File: config.mk
export PLATFORM = sky130hd
export DESIGN_NAME = hazard_stall_ctrl
export DESIGN_NICKNAME = d
export VERILOG_FILES = /design/src/rtl/hazard_stall_ctrl_pkg.sv /design/src/rtl/hazard_stall_ctrl_md_sequencer.sv /design/src/rtl/hazard_stall_ctrl.sv
export SDC_FILE = /design/constraint.sdc
export NUM_CORES = 1
export LEC_CHECK = 0
export ABC_AREA = 1
export BUFFER_PORTS_ARGS = -buffer_cell sky130_fd_sc_hd__buf_2
export CORE_ASPECT_RATIO = 0.5
export CORE_UTILIZATION = 44
export CTS_CLUSTER_DIAMETER = 30
export CTS_CLUSTER_SIZE = 14
export DETAILED_ROUTE_END_ITERATION = 7
export PLACE_DENSITY = 0.88
export SYNTH_ARGS = -nofsm -noshare
export SYNTH_HDL_FRONTEND = slang
export SYNTH_SLANG_ARGS = --single-unit
File: constraint.sdc
create_clock -name clk -period 3.6 [get_ports clk]
set_clock_uncertainty 0.15 [all_clocks]
set_input_delay 0.72 -clock clk [delete_from_list [all_inputs] [get_ports clk]]
set_output_delay 0.72 -clock clk [all_outputs]
set_load 0.02 [all_outputs]
File: src/rtl/hazard_stall_ctrl_pkg.sv
// -----------------------------------------------------------------------------
// hazard_stall_ctrl_pkg
// Shared definitions for the pipeline hazard controller:
//   - md_state_e : multiply/divide sequencer states (IDLE=0, BUSY=1, DONE=2)
//   - REG_ZERO   : architectural register $0, which never carries a dependence
//   - reg_match  : producer/consumer register dependence test
// -----------------------------------------------------------------------------
package hazard_stall_ctrl_pkg;

  localparam logic [4:0] REG_ZERO = 5'd0;

  typedef enum logic [1:0] {
    IDLE = 2'd0,
    BUSY = 2'd1,
    DONE = 2'd2
  } md_state_e;

  // A write to $0 is discarded by the register file, so it never creates a
  // dependence even when the addresses compare equal.
  function automatic logic reg_match(input logic [4:0] wa,
                                     input logic [4:0] ra,
                                     input logic       rd_en);
    return rd_en && (wa == ra) && (wa != REG_ZERO);
  endfunction

endpackage

File: src/rtl/hazard_stall_ctrl_md_sequencer.sv
// -----------------------------------------------------------------------------
// md_sequencer
// Sequences the multi-cycle multiply/divide unit. A start in cycle t produces
// the HI/LO write strobe in cycle t+LAT (LAT = MUL_LAT or DIV_LAT).
// Ports:
//   clk, rst_n   : clock, synchronous active-low reset
//   md_start_i   : one-cycle start request from EX
//   md_div_i     : 1 = divide, 0 = multiply
//   md_busy_o    : operation in progress (state != IDLE)
//   hilo_we_o    : HI/LO write strobe (DONE state)
//   busy_eff_o   : HI/LO not yet usable by an ID-stage consumer
//   md_err_o     : sticky error, start requested while not IDLE
// -----------------------------------------------------------------------------
module md_sequencer
  import hazard_stall_ctrl_pkg::*;
#(
  parameter int MUL_LAT = 4,
  parameter int DIV_LAT = 32
) (
  input  logic clk,
  input  logic rst_n,
  input  logic md_start_i,
  input  logic md_div_i,
  output logic md_busy_o,
  output logic hilo_we_o,
  output logic busy_eff_o,
  output logic md_err_o
);

  localparam int MAX_LAT = (MUL_LAT > DIV_LAT) ? MUL_LAT : DIV_LAT;
  // cnt only ever holds LAT-1 at most.
  localparam int CNT_W   = (MAX_LAT > 2) ? $clog2(MAX_LAT) : 1;

  localparam logic [CNT_W-1:0] MUL_LOAD = CNT_W'(MUL_LAT - 1);
  localparam logic [CNT_W-1:0] DIV_LOAD = CNT_W'(DIV_LAT - 1);
  localparam logic [CNT_W-1:0] CNT_ONE  = CNT_W'(1);

  md_state_e        state_q, state_d;
  logic [CNT_W-1:0] cnt_q, cnt_d;
  logic             err_q, err_d;

  always_ff @(posedge clk) begin
    if (!rst_n) begin
      state_q <= IDLE;
      cnt_q   <= '0;
      err_q   <= 1'b0;
    end else begin
      state_q <= state_d;
      cnt_q   <= cnt_d;
      err_q   <= err_d;
    end
  end

  always_comb begin
    state_d   = state_q;
    cnt_d     = cnt_q;
    err_d     = err_q;
    hilo_we_o = 1'b0;
    case (state_q)
      IDLE: begin
        if (md_start_i) begin
          cnt_d   = md_div_i ? DIV_LOAD : MUL_LOAD;
          state_d = BUSY;
        end
      end
      BUSY: begin
        if (cnt_q == CNT_ONE) state_d = DONE;
        else                  cnt_d   = cnt_q - CNT_ONE;
        // A second start cannot be accepted; it is dropped and flagged.
        if (md_start_i) err_d = 1'b1;
      end
      DONE: begin
        hilo_we_o = 1'b1;
        state_d   = IDLE;
        if (md_start_i) err_d = 1'b1;
      end
      default: state_d = IDLE;
    endcase
  end

  assign md_busy_o  = (state_q != IDLE);
  // DONE is excluded: HI/LO is written at the end of DONE, before an ID-stage
  // reader reaches EX. A start in EX this cycle already blocks the reader.
  assign busy_eff_o = (state_q == BUSY) || ((state_q == IDLE) && md_start_i);
  assign md_err_o   = err_q;

endmodule

File: src/rtl/hazard_stall_ctrl.sv
// -----------------------------------------------------------------------------
// hazard_stall_ctrl
// Hazard controller for the 5-stage MIPS pipeline. Covers every hazard that
// EX forwarding cannot resolve: load-use, ID-stage branch operands, and HI/LO
// consumers while the multiply/divide unit is running.
// Ports:
//   clk, rst_n                 : clock, synchronous active-low reset
//   RA1_D/RA2_D, use1_D/use2_D : ID source registers and their read enables
//   branch_D, pc_redir_D       : ID branch compare / taken redirect
//   hilo_rd_D, md_D            : ID mfhi/mflo, ID mult/div
//   WA_E, WE_E, load_E         : EX destination, write enable, load flag
//   md_start_E, md_div_E       : EX mult/div start and kind
//   WA_M, WE_M, load_M         : MEM destination, write enable, load flag
//   stall_F, stall_D, flush_E  : stall front end and bubble ID/EX
//   flush_D                    : squash IF/ID on a redirect
//   md_busy, hilo_we, md_err   : mult/div sequencer status
//   stall_cnt, flush_cnt       : performance counters
// Build option: define HAZARD_PERF_CNT_EN to build the performance counters;
// otherwise both counter ports are tied to zero.
// All outputs read 0 while rst_n is low.
// -----------------------------------------------------------------------------
module hazard_stall_ctrl
  import hazard_stall_ctrl_pkg::*;
#(
  parameter int MUL_LAT = 4,
  parameter int DIV_LAT = 32
) (
  input  logic        clk,
  input  logic        rst_n,
  input  logic [4:0]  RA1_D,
  input  logic [4:0]  RA2_D,
  input  logic        use1_D,
  input  logic        use2_D,
  input  logic        branch_D,
  input  logic        pc_redir_D,
  input  logic        hilo_rd_D,
  input  logic        md_D,
  input  logic [4:0]  WA_E,
  input  logic        WE_E,
  input  logic        load_E,
  input  logic        md_start_E,
  input  logic        md_div_E,
  input  logic [4:0]  WA_M,
  input  logic        WE_M,
  input  logic        load_M,
  output logic        stall_F,
  output logic        stall_D,
  output logic        flush_E,
  output logic        flush_D,
  output logic        md_busy,
  output logic        hilo_we,
  output logic        md_err,
  output logic [31:0] stall_cnt,
  output logic [31:0] flush_cnt
);

  logic hit_e, hit_m;
  logic lu, br, mdb, stall, redirect;
  logic busy_eff, md_busy_raw, hilo_we_raw, md_err_raw;

  md_sequencer #(
    .MUL_LAT (MUL_LAT),
    .DIV_LAT (DIV_LAT)
  ) u_md_seq (
    .clk        (clk),
    .rst_n      (rst_n),
    .md_start_i (md_start_E),
    .md_div_i   (md_div_E),
    .md_busy_o  (md_busy_raw),
    .hilo_we_o  (hilo_we_raw),
    .busy_eff_o (busy_eff),
    .md_err_o   (md_err_raw)
  );

  assign hit_e = reg_match(WA_E, RA1_D, use1_D) | reg_match(WA_E, RA2_D, use2_D);
  assign hit_m = reg_match(WA_M, RA1_D, use1_D) | reg_match(WA_M, RA2_D, use2_D);

  // Load data is not available for forwarding until after MEM.
  assign lu  = load_E & WE_E & hit_e;
  // Branches compare in ID, ahead of the EX forwarding path: any EX producer
  // blocks them, and so does a load still sitting in MEM.
  assign br  = branch_D & ((WE_E & hit_e) | (load_M & WE_M & hit_m));
  assign mdb = (hilo_rd_D | md_D) & busy_eff;

  assign stall    = lu | br | mdb;
  // The stalled branch is re-evaluated next cycle, so its redirect waits.
  assign redirect = pc_redir_D & ~stall;

  assign stall_F = rst_n & stall;
  assign stall_D = rst_n & stall;
  assign flush_E = rst_n & stall;
  assign flush_D = rst_n & redirect;
  assign md_busy = rst_n & md_busy_raw;
  assign hilo_we = rst_n & hilo_we_raw;
  assign md_err  = rst_n & md_err_raw;

`ifdef HAZARD_PERF_CNT_EN
  logic [31:0] stall_cnt_q, stall_cnt_d;
  logic [31:0] flush_cnt_q, flush_cnt_d;

  // Free-running counters; they wrap naturally at 2^32.
  assign stall_cnt_d = stall_cnt_q + {31'd0, stall};
  assign flush_cnt_d = flush_cnt_q + {31'd0, redirect};

  always_ff @(posedge clk) begin
    if (!rst_n) begin
      stall_cnt_q <= 32'd0;
      flush_cnt_q <= 32'd0;
    end else begin
      stall_cnt_q <= stall_cnt_d;
      flush_cnt_q <= flush_cnt_d;
    end
  end

  assign stall_cnt = rst_n ? stall_cnt_q : 32'd0;
  assign flush_cnt = rst_n ? flush_cnt_q : 32'd0;
`else
  assign stall_cnt = 32'd0;
  assign flush_cnt = 32'd0;
`endif

endmodule

==> results of run 1 <==
worst register-to-register path, cell delays in order, from the launching register on:
cell and delay, ns:
dfxtp_1 0.33, inv_1 0.08, ha_1 0.26, inv_1 0.16
nand2_1 0.11, a21oi_4 0.29, o21ai_1 0.10, a31oi_1 0.14
registers in the layout, indices dropped and copies added, names as in the netlist:
signal and cells:
u_md_seq.cnt_q 5, u_md_seq.md_err_o 1, u_md_seq.state_q 2
synthesized netlist by cell type (all sizes together):
cell type	instances	area, um^2
nor2	22	82.6
nand2	74	280
ha	6	75.1
nand4	3	18.8
a21oi	6	41.3
o21ai	12	60.1
inv	33	124
or2	1	6.26
dfxtp	8	160
buf	67	500
xor2	1	8.76
nand3	7	40.0
conb	1	3.75
a31oi	5	31.3
cells by family after synthesis:
group | count (synthesis) | synth area share
simple gates | 107 | 0.299
flops | 8 | 0.112
compound gates | 23 | 0.0926
buf+inv | 100 | 0.436
xor+xnor | 1 | 0.00611
other cells | 1 | 0.00262
fa+ha+maj | 6 | 0.0524
final timing paths:
path	start	end	slack (ns)	cells after the start
min reg2reg	u_md_seq.md_err_o$_SDFFE_PN0P_	u_md_seq.md_err_o$_SDFFE_PN0P_	0.30	2
min	u_md_seq.md_err_o$_SDFFE_PN0P_	u_md_seq.md_err_o$_SDFFE_PN0P_	0.30	2
max	WA_M[4]	stall_F	0.90	12
max reg2reg	u_md_seq.state_q[1]$_SDFFE_PN0P_	u_md_seq.cnt_q[3]$_SDFFE_PN0P_	1.91	7
power groups by stage:
| stage | Sequential (mW) | Combinational (mW) | Clock, mW |
|---|---|---|---|
| 2_1_floorplan | 0.128 | 0.279 | 0 |
| 3_3_place_gp | 0.130 | 0.274 | 0 |
| 3_5_place_dp | 0.132 | 0.281 | 0 |
| 4_1_cts | 0.131 | 0.285 | 0.112 |
| 5_1_grt | 0.133 | 0.322 | 0.116 |
| 6_report | 0.131 | 0.286 | 0.109 |
through the flow:
step / utilization / instances / power (mW) / hold slack (ns)
2_1_floorplan: - / 309 / 0.408 / 0.267
3_3_place_gp: 0.466 / 322 / 0.405 / 0.278
3_5_place_dp: 0.466 / 322 / 0.413 / 0.294
4_1_cts: 0.479 / 325 / 0.528 / 0.305
5_1_grt: 0.479 / 325 / 0.570 / 0.342
6_report: 0.479 / 325 / 0.526 / 0.297
routing by layer:
metal  global-route usage  vias to the layer above  share of wire
li1                     -                      695              -
met1                0.172                      561           0.41
met2                0.280                       66           0.49
met3               0.0217                        4          0.084
met4               0.0552                        0          0.010
met5                    0                        -              0
area by class of cell:
cell class              instances  share of cell area
flip-flops and latches          8               0.110
inverters                      33              0.0848
repair buffers                 40               0.137
well taps                      40              0.0343
multi-input cells             201               0.606
clock buffers                   3              0.0283
==> impl_metrics.py, run 1 <==
metrics = {
    "cells_and_area": {
        "final_area_um2": 1460,
        "areaGrowthSynthToFinish_pct": 1.92,
        "nets": 327,
        "num_antenna_cells": 0,
        "final_cell_mix": "nand2_1, conb_1, buf_2",
        "multi_input_area_um2": 885,
        "final_common_cell": "nand2_1",
        "regArea_um2": 160,
        "fill_cells": 307,
        "drive_gt1_frac": 0.165,
    },
    "floorplanning": {
        "fp.dieH_um": 42.4,
        "initial_core_util": 0.470,
        "io_pins": 105,
        "rows": 14,
        "core_area_um2": 3050,
        "fp.dieW_um": 82.7,
        "die-area_um2": 3500,
    },
    "timing": {
        "drv_slew": 0,
        "fin_setup_tns_ns": 0,
        "min_period_ns": 2.70,
        "hold_viol_final": 0,
        "min_period_over_period": 0.750,
        "rsz0062_at_grt": "false",
        "max_freq_mhz": 370,
        "finalSetupViolCount": 0,
        "finalWorstSetupSlack_ns": 0.899,
    },
    "yosys": {
        "syn_area_um2": 1430,
        "yosysSeqAreaShare": 0.112,
        "yosysWarnings": 0,
        "syn_inst": 246,
        "synth_area_per_cell_um2": 5.82,
        "synth_seq_cells": 8,
        "synth.distinct_cells": 19,
    },
    "power": {
        "ir_worst_vdd_v": 0.000132,
        "clkPwrFrac": 0.208,
        "pwr-share-seq": 0.248,
        "intPower_mw": 0.272,
        "p_switching_mw": 0.254,
        "power_density_nw_per_um2": 360,
        "p_leak_nw": 0.982,
        "power_frac_comb": 0.544,
        "p_sw_frac": 0.483,
    },
    "critical_path": {
        "path_buf_inv": 3,
        "crit_chain": "buf_2 > inv_1 > nand2_1 > nand2_1 > nor2_1 > nand3_1 > nand2_1 > nand2_1 > nand2_1 > nand2_1 > a21oi_1 > buf_2",
        "cp_top_family": "simple AND/OR/NAND/NOR gates",
        "crit_type": "primary input to output port",
        "end_kind": "output port",
        "slowest_stage": "buf_2",
        "cp.required_ns": 2.73,
        "cp_slowest_stage_delay_ns": 0.20,
        "crit_fanout": 3,
        "crit_path_start_kind": "primary input",
        "cpMostUsedCell": "nand2_1",
        "critical_path_arrival_ns": 1.83,
    },
    "routing": {
        "finalWirelength_um": 2590,
        "post-route-drc-count": 0,
        "first_pass_iters": 4,
        "drt_iter0_markers": 33,
        "num_vias": 1326,
        "wire_per_inst_um": 7.96,
        "avgViaCountPerCell": 4.08,
        "ant_nets": 0,
    },
    "clock_tree": {
        "post_cts_buffers": 0,
        "cts-root-buf": "clkbuf_8",
        "clk_latency_ns": 0.23,
        "cts_resized": 0,
        "clk_transition_reported_paths_ns": 0.04,
        "htree_levels": 1,
        "cts_sinks": 8,
        "cts_made_buffers": 3,
        "clock_path_buffers": 2,
        "ctsHoldBuffers": 0,
        "cts_tree": "yes",
    },
    "placement": {
        "numPortBuffers": 40,
        "dp_hpwl_um": 2170,
        "place_congestion": 0.862,
        "dp_slack_ns": 0.882,
        "dpl_cell_area_um2": 1420,
    },
    "run": {
        "drv_cap": 0,
    },
    "grt": {
        "grt_use_total": 0.150,
        "grt_remaining_overflow": 0,
        "grt_pass1_wl_um": 4110,
        "grt_max_degree": 12,
        "grt_pass1_vias": 1073,
        "antenna_found_initial": 0,
    },
    "status": {
        "outcome": "finished, final reports clean",
    },
    "worst_hold_path": {
        "hp-class": "register to register",
    },
}
Note: power is estimated with default switching activity, not from simulation.
==> inputs of run 2 (changes only) <==
--- a/config.mk
+++ b/config.mk
@@ -8,11 +8,11 @@
 export ABC_AREA = 1
 export BUFFER_PORTS_ARGS = -buffer_cell sky130_fd_sc_hd__buf_2
 export CORE_ASPECT_RATIO = 0.5
-export CORE_UTILIZATION = 44
+export CORE_UTILIZATION = 37
 export CTS_CLUSTER_DIAMETER = 30
 export CTS_CLUSTER_SIZE = 14
 export DETAILED_ROUTE_END_ITERATION = 7
-export PLACE_DENSITY = 0.88
+export PLACE_DENSITY = 0.79
 export SYNTH_ARGS = -nofsm -noshare
 export SYNTH_HDL_FRONTEND = slang
 export SYNTH_SLANG_ARGS = --single-unit
==> constraint.sdc (replaced) <==
create_clock -name clk -period 2.3 [get_ports clk]
set_clock_uncertainty 0.15 [all_clocks]
set_input_delay 0.46 -clock clk [delete_from_list [all_inputs] [get_ports clk]]
set_output_delay 0.46 -clock clk [all_outputs]
set_load 0.02 [all_outputs]
==> impl_metrics.py, run 2 (synthesis results as in run 1) <==
metrics = {
    "status": {
        "outcome": "finished, final reports clean",
    },
    "routing": {
        "avgViaCountPerCell": 4.02,
        "post-route-drc-count": 0,
        "drt_iter0_markers": 34,
        "ant_nets": 0,
        "finalWirelength_um": 2750,
        "num_vias": 1351,
        "wire_per_inst_um": 8.18,
        "first_pass_iters": 4,
    },
    "critical_path": {
        "cpMostUsedCell": "nand2_1",
        "cp.required_ns": 1.69,
        "crit_chain": "buf_2 > inv_1 > nand2_1 > nand2_1 > nor2_1 > nand3_1 > nand2_1 > nand2_1 > nand2_1 > nand2_2 > a21oi_2 > buf_2",
        "slowest_stage": "buf_2",
        "end_kind": "output port",
        "cp_slowest_stage_delay_ns": 0.19,
        "path_buf_inv": 3,
        "cp_top_family": "simple AND/OR/NAND/NOR gates",
        "crit_fanout": 3,
        "crit_path_start_kind": "primary input",
        "critical_path_arrival_ns": 1.59,
        "crit_type": "primary input to output port",
    },
    "power": {
        "p_switching_mw": 0.405,
        "pwr-share-seq": 0.249,
        "intPower_mw": 0.433,
        "p_leak_nw": 0.983,
        "clkPwrFrac": 0.203,
        "power_density_nw_per_um2": 559,
        "p_sw_frac": 0.483,
        "power_frac_comb": 0.548,
        "finalPower_mw": 0.837,
        "ir_worst_vdd_v": 0.000190,
    },
    "floorplanning": {
        "fp.dieW_um": 90,
        "die-area_um2": 4140,
        "initial_core_util": 0.402,
        "core_area_um2": 3570,
        "fp.dieH_um": 46,
        "io_pins": 105,
        "rows": 15,
    },
    "timing": {
        "hold_viol_final": 0,
        "min_period_ns": 2.20,
        "min_period_over_period": 0.956,
        "rsz0062_at_grt": "true",
        "max_freq_mhz": 455,
        "fin_setup_tns_ns": 0,
        "finalWorstSetupSlack_ns": 0.102,
        "drv_slew": 0,
        "finalSetupViolCount": 0,
    },
    "clock_tree": {
        "clk_transition_reported_paths_ns": 0.04,
        "ctsHoldBuffers": 0,
        "cts_sinks": 8,
        "cts-root-buf": "clkbuf_8",
        "cts_made_buffers": 3,
        "htree_levels": 1,
        "clock_path_buffers": 2,
        "post_cts_buffers": 0,
        "cts_tree": "yes",
        "clk_latency_ns": 0.23,
    },
    "cells_and_area": {
        "utilization": 0.420,
        "drive_gt1_frac": 0.182,
        "final_common_cell": "nand2_1",
        "num_antenna_cells": 0,
        "largest_reg_flops": 5,
        "fill_cells": 397,
        "final_cell_mix": "nand2_1, conb_1, buf_2",
        "top_register": "u_md_seq.cnt_q",
        "regArea_um2": 161,
        "areaGrowthSynthToFinish_pct": 4.63,
        "multi_input_area_um2": 906,
        "nets": 327,
    },
    "placement": {
        "place_congestion": 0.820,
        "dp_hpwl_um": 2330,
        "numPortBuffers": 40,
        "dp_slack_ns": 0.111,
    },
    "grt": {
        "grt_remaining_overflow": 0,
        "antenna_found_initial": 0,
        "grt_pass1_wl_um": 4270,
        "grt_use_total": 0.128,
        "grt_max_degree": 12,
        "grt_pass1_vias": 1085,
    },
    "worst_hold_path": {
        "hp-class": "register to register",
    },
    "run": {
        "drv_cap": 0,
    },
}
-- run 2: cell counts in the layout (fill, tap and decap cells not counted) --
No cell type changed its count.
-- run 2: layout make-up --
class / instances / area share
multi-input cells: 201 / 0.604
repair buffers: 40 / 0.135
flip-flops and latches: 8 / 0.108
inverters: 33 / 0.0826
well taps: 51 / 0.0426
clock buffers: 3 / 0.0275
-- run 2: per-layer routing --
layer	part of all wire	track usage
met1	0.43	0.154
met2	0.51	0.246
met3	0.059	0.0200
met4	0.0036	0.0355
met5	0	0
-- run 2: worst register-to-register path, delay by kind of cell, from the launching register on --
family          cells  cell delay, ns
fa+ha+maj           1            0.20
compound gates      3            0.55
simple gates        1            0.12
buf+inv             2            0.25
flops               1            0.32
-- run 2: final timing paths --
path,start,to,slack (ns),cells after the start
max,WA_M[4],stall_F,0.10,12
max reg2reg,u_md_seq.state_q[1]$_SDFFE_PN0P_,u_md_seq.cnt_q[4]$_SDFFE_PN0P_,0.63,7
min,u_md_seq.md_err_o$_SDFFE_PN0P_,u_md_seq.md_err_o$_SDFFE_PN0P_,0.29,2
min reg2reg,u_md_seq.md_err_o$_SDFFE_PN0P_,u_md_seq.md_err_o$_SDFFE_PN0P_,0.29,2
-- run 2: stage by stage --
step | cells | cell area [um^2] | hold slack (ns)
finish | 336 | 1500 | 0.293
global route | 336 | 1500 | 0.323
CTS | 336 | 1480 | 0.293
detailed placement | 333 | 1430 | 0.282
global placement | 333 | 1430 | 0.280
floorplan | 309 | 1670 | 0.267
-- run 2: what timing repair did --
item,in CTS,in global routing
gates resized for setup,1,6
endpoints found under the hold margin,0,0
endpoints found under the setup margin,3,3
pin swaps,0,2
-- run 2: power by group through the flow --
stage               logic [mW]  registers, mW  clock network (mW)
global route             0.517          0.214               0.182
floorplan                0.437          0.201                   0
detailed placement       0.444          0.208                   0
finish                   0.459          0.209               0.170
global placement         0.431          0.205                   0
CTS                      0.447          0.206               0.176
==> inputs of run 3 (changes only) <==
==> constraint.sdc (replaced) <==
create_clock -name clk -period 1.78 [get_ports clk]
set_clock_uncertainty 0.15 [all_clocks]
set_input_delay 0.356 -clock clk [delete_from_list [all_inputs] [get_ports clk]]
set_output_delay 0.356 -clock clk [all_outputs]
set_load 0.02 [all_outputs]
==> impl_metrics.py, run 3 (synthesis results as in run 1) <==
metrics = {
    "cells_and_area": {
        "areaGrowthSynthToFinish_pct": 21.8,
        "num_antenna_cells": 0,
        "nets": 332,
        "final_cell_mix": "conb_1, nand2_1, nor2_1",
        "largest_reg_flops": 5,
        "drive_gt1_frac": 0.314,
        "top_register": "u_md_seq.cnt_q",
        "final_area_um2": 1750,
        "final_common_cell": "conb_1",
        "fill_cells": 368,
    },
    "grt": {
        "use_met1": 0.149,
        "grt_pass1_wl_um": 4510,
        "grt_remaining_overflow": 0,
        "grt_max_degree": 12,
        "grt_util_met3": 0.0233,
        "grt_use_total": 0.136,
        "grt_most_used_layer": "met2",
        "grt_pass1_vias": 1161,
        "use_met2": 0.275,
        "antenna_found_initial": 0,
    },
    "critical_path": {
        "end_kind": "output port",
        "crit_type": "primary input to output port",
        "crit_fanout": 3,
        "cp.required_ns": 1.27,
        "crit_path_start_kind": "primary input",
        "critical_path_arrival_ns": 1.42,
    },
    "status": {
        "outcome": "complete, but fails checks",
        "violations": "negative setup slack",
    },
    "floorplanning": {
        "fp.dieW_um": 90,
        "rows": 15,
        "initial_core_util": 0.402,
        "fp.dieH_um": 46,
        "core_area_um2": 3570,
        "die-area_um2": 4140,
        "io_pins": 105,
    },
    "routing": {
        "drt_iter0_markers": 82,
        "ant_nets": 0,
        "wire_per_inst_um": 8.86,
        "post-route-drc-count": 0,
        "num_vias": 1376,
        "first_pass_iters": 5,
        "avgViaCountPerCell": 4.04,
        "finalWirelength_um": 3020,
    },
    "power": {
        "power_density_nw_per_um2": 683,
        "p_leak_nw": 1.04,
        "ir_worst_vdd_v": 0.000345,
    },
    "placement": {
        "dpl_cell_area_um2": 1510,
        "numPortBuffers": 40,
        "place_congestion": 0.885,
        "dp_hpwl_um": 2350,
    },
    "clock_tree": {
        "ctsHoldBuffers": 0,
        "clk_latency_ns": 0.23,
        "cts_made_buffers": 3,
        "cts_tree": "yes",
        "htree_levels": 1,
        "cts-root-buf": "clkbuf_8",
        "clk_transition_reported_paths_ns": 0.04,
        "cts_sinks": 8,
        "clock_path_buffers": 2,
    },
    "timing": {
        "min_period_ns": 1.92,
        "max_freq_mhz": 520,
        "fin_setup_tns_ns": -0.501,
        "finalSetupViolCount": 4,
        "rsz0062_at_grt": "true",
        "hold_viol_final": 0,
        "drv_slew": 0,
        "finalWorstSetupSlack_ns": -0.145,
        "min_period_over_period": 1.08,
    },
    "worst_hold_path": {
        "hp-class": "primary input to register",
    },
    "run": {
        "drv_cap": 0,
    },
}
[run 3: stage by stage]
stage / power (mW) / instances / hold WS, ns / setup WS [ns] / utilization
6_report: 1.19 / 341 / 0.250 / -0.145 / 0.489
3_3_place_gp: 0.881 / 338 / 0.282 / -0.151 / 0.424
2_1_floorplan: 0.859 / 309 / 0.267 / 0.00429 / -
3_5_place_dp: 0.898 / 338 / 0.286 / -0.168 / 0.424
4_1_cts: 1.17 / 341 / 0.247 / -0.120 / 0.465
5_1_grt: 1.29 / 341 / 0.283 / -0.228 / 0.489
[run 3: path summary, 6_finish.rpt]
check / from / end / slack (ns) / cells after the start
max: WA_M[3] / stall_D / -0.14 / 12
min reg2reg: u_md_seq.md_err_o$_SDFFE_PN0P_ / u_md_seq.md_err_o$_SDFFE_PN0P_ / 0.29 / 2
min: md_start_E / u_md_seq.md_err_o$_SDFFE_PN0P_ / 0.25 / 3
max reg2reg: u_md_seq.state_q[0]$_SDFFE_PN0P_ / u_md_seq.cnt_q[1]$_SDFFE_PN0P_ / 0.18 / 8
[run 3: timing repair]
item | 4_1_cts | 5_1_grt
endpoints found under the setup margin | 5 | 4
setup buffers | 0 | 0
resized for setup | 36 | 36
pin swaps | 19 | 20
[run 3: routing by layer]
metal / wire length [um] / vias up
met4: 12 / 0
li1: - / 708
met3: 270 / 4
met2: 1530 / 76
met5: 0 / -
met1: 1210 / 588
[run 3: worst max-delay path, cell delays in order]
cell and delay, ns:
buf_6 0.10, inv_4 0.04, nand2_1 0.05, nand2_1 0.04, nor2_1 0.13, nand3_1 0.09, nand2_1 0.09, nand2_1 0.05
nand2_1 0.07, nand2_2 0.07, a21oi_4 0.20, buf_6 0.14
[run 3: cell type report]
type | instances | area (um^2) | share of cell area
clock buffers | 3 | 41.3 | 0.0237
inverters | 33 | 136 | 0.0781
multi-input cells | 201 | 967 | 0.554
flip-flops and latches | 8 | 161 | 0.0925
well taps | 51 | 63.8 | 0.0366
repair buffers | 45 | 375 | 0.215
[run 3: report_power, final]
part	switching, mW	leakage [nW]	internal (mW)
sequential	0.0398	0.0667	0.230
combinational	0.447	0.953	0.260
clock	0.0687	0.0216	0.146
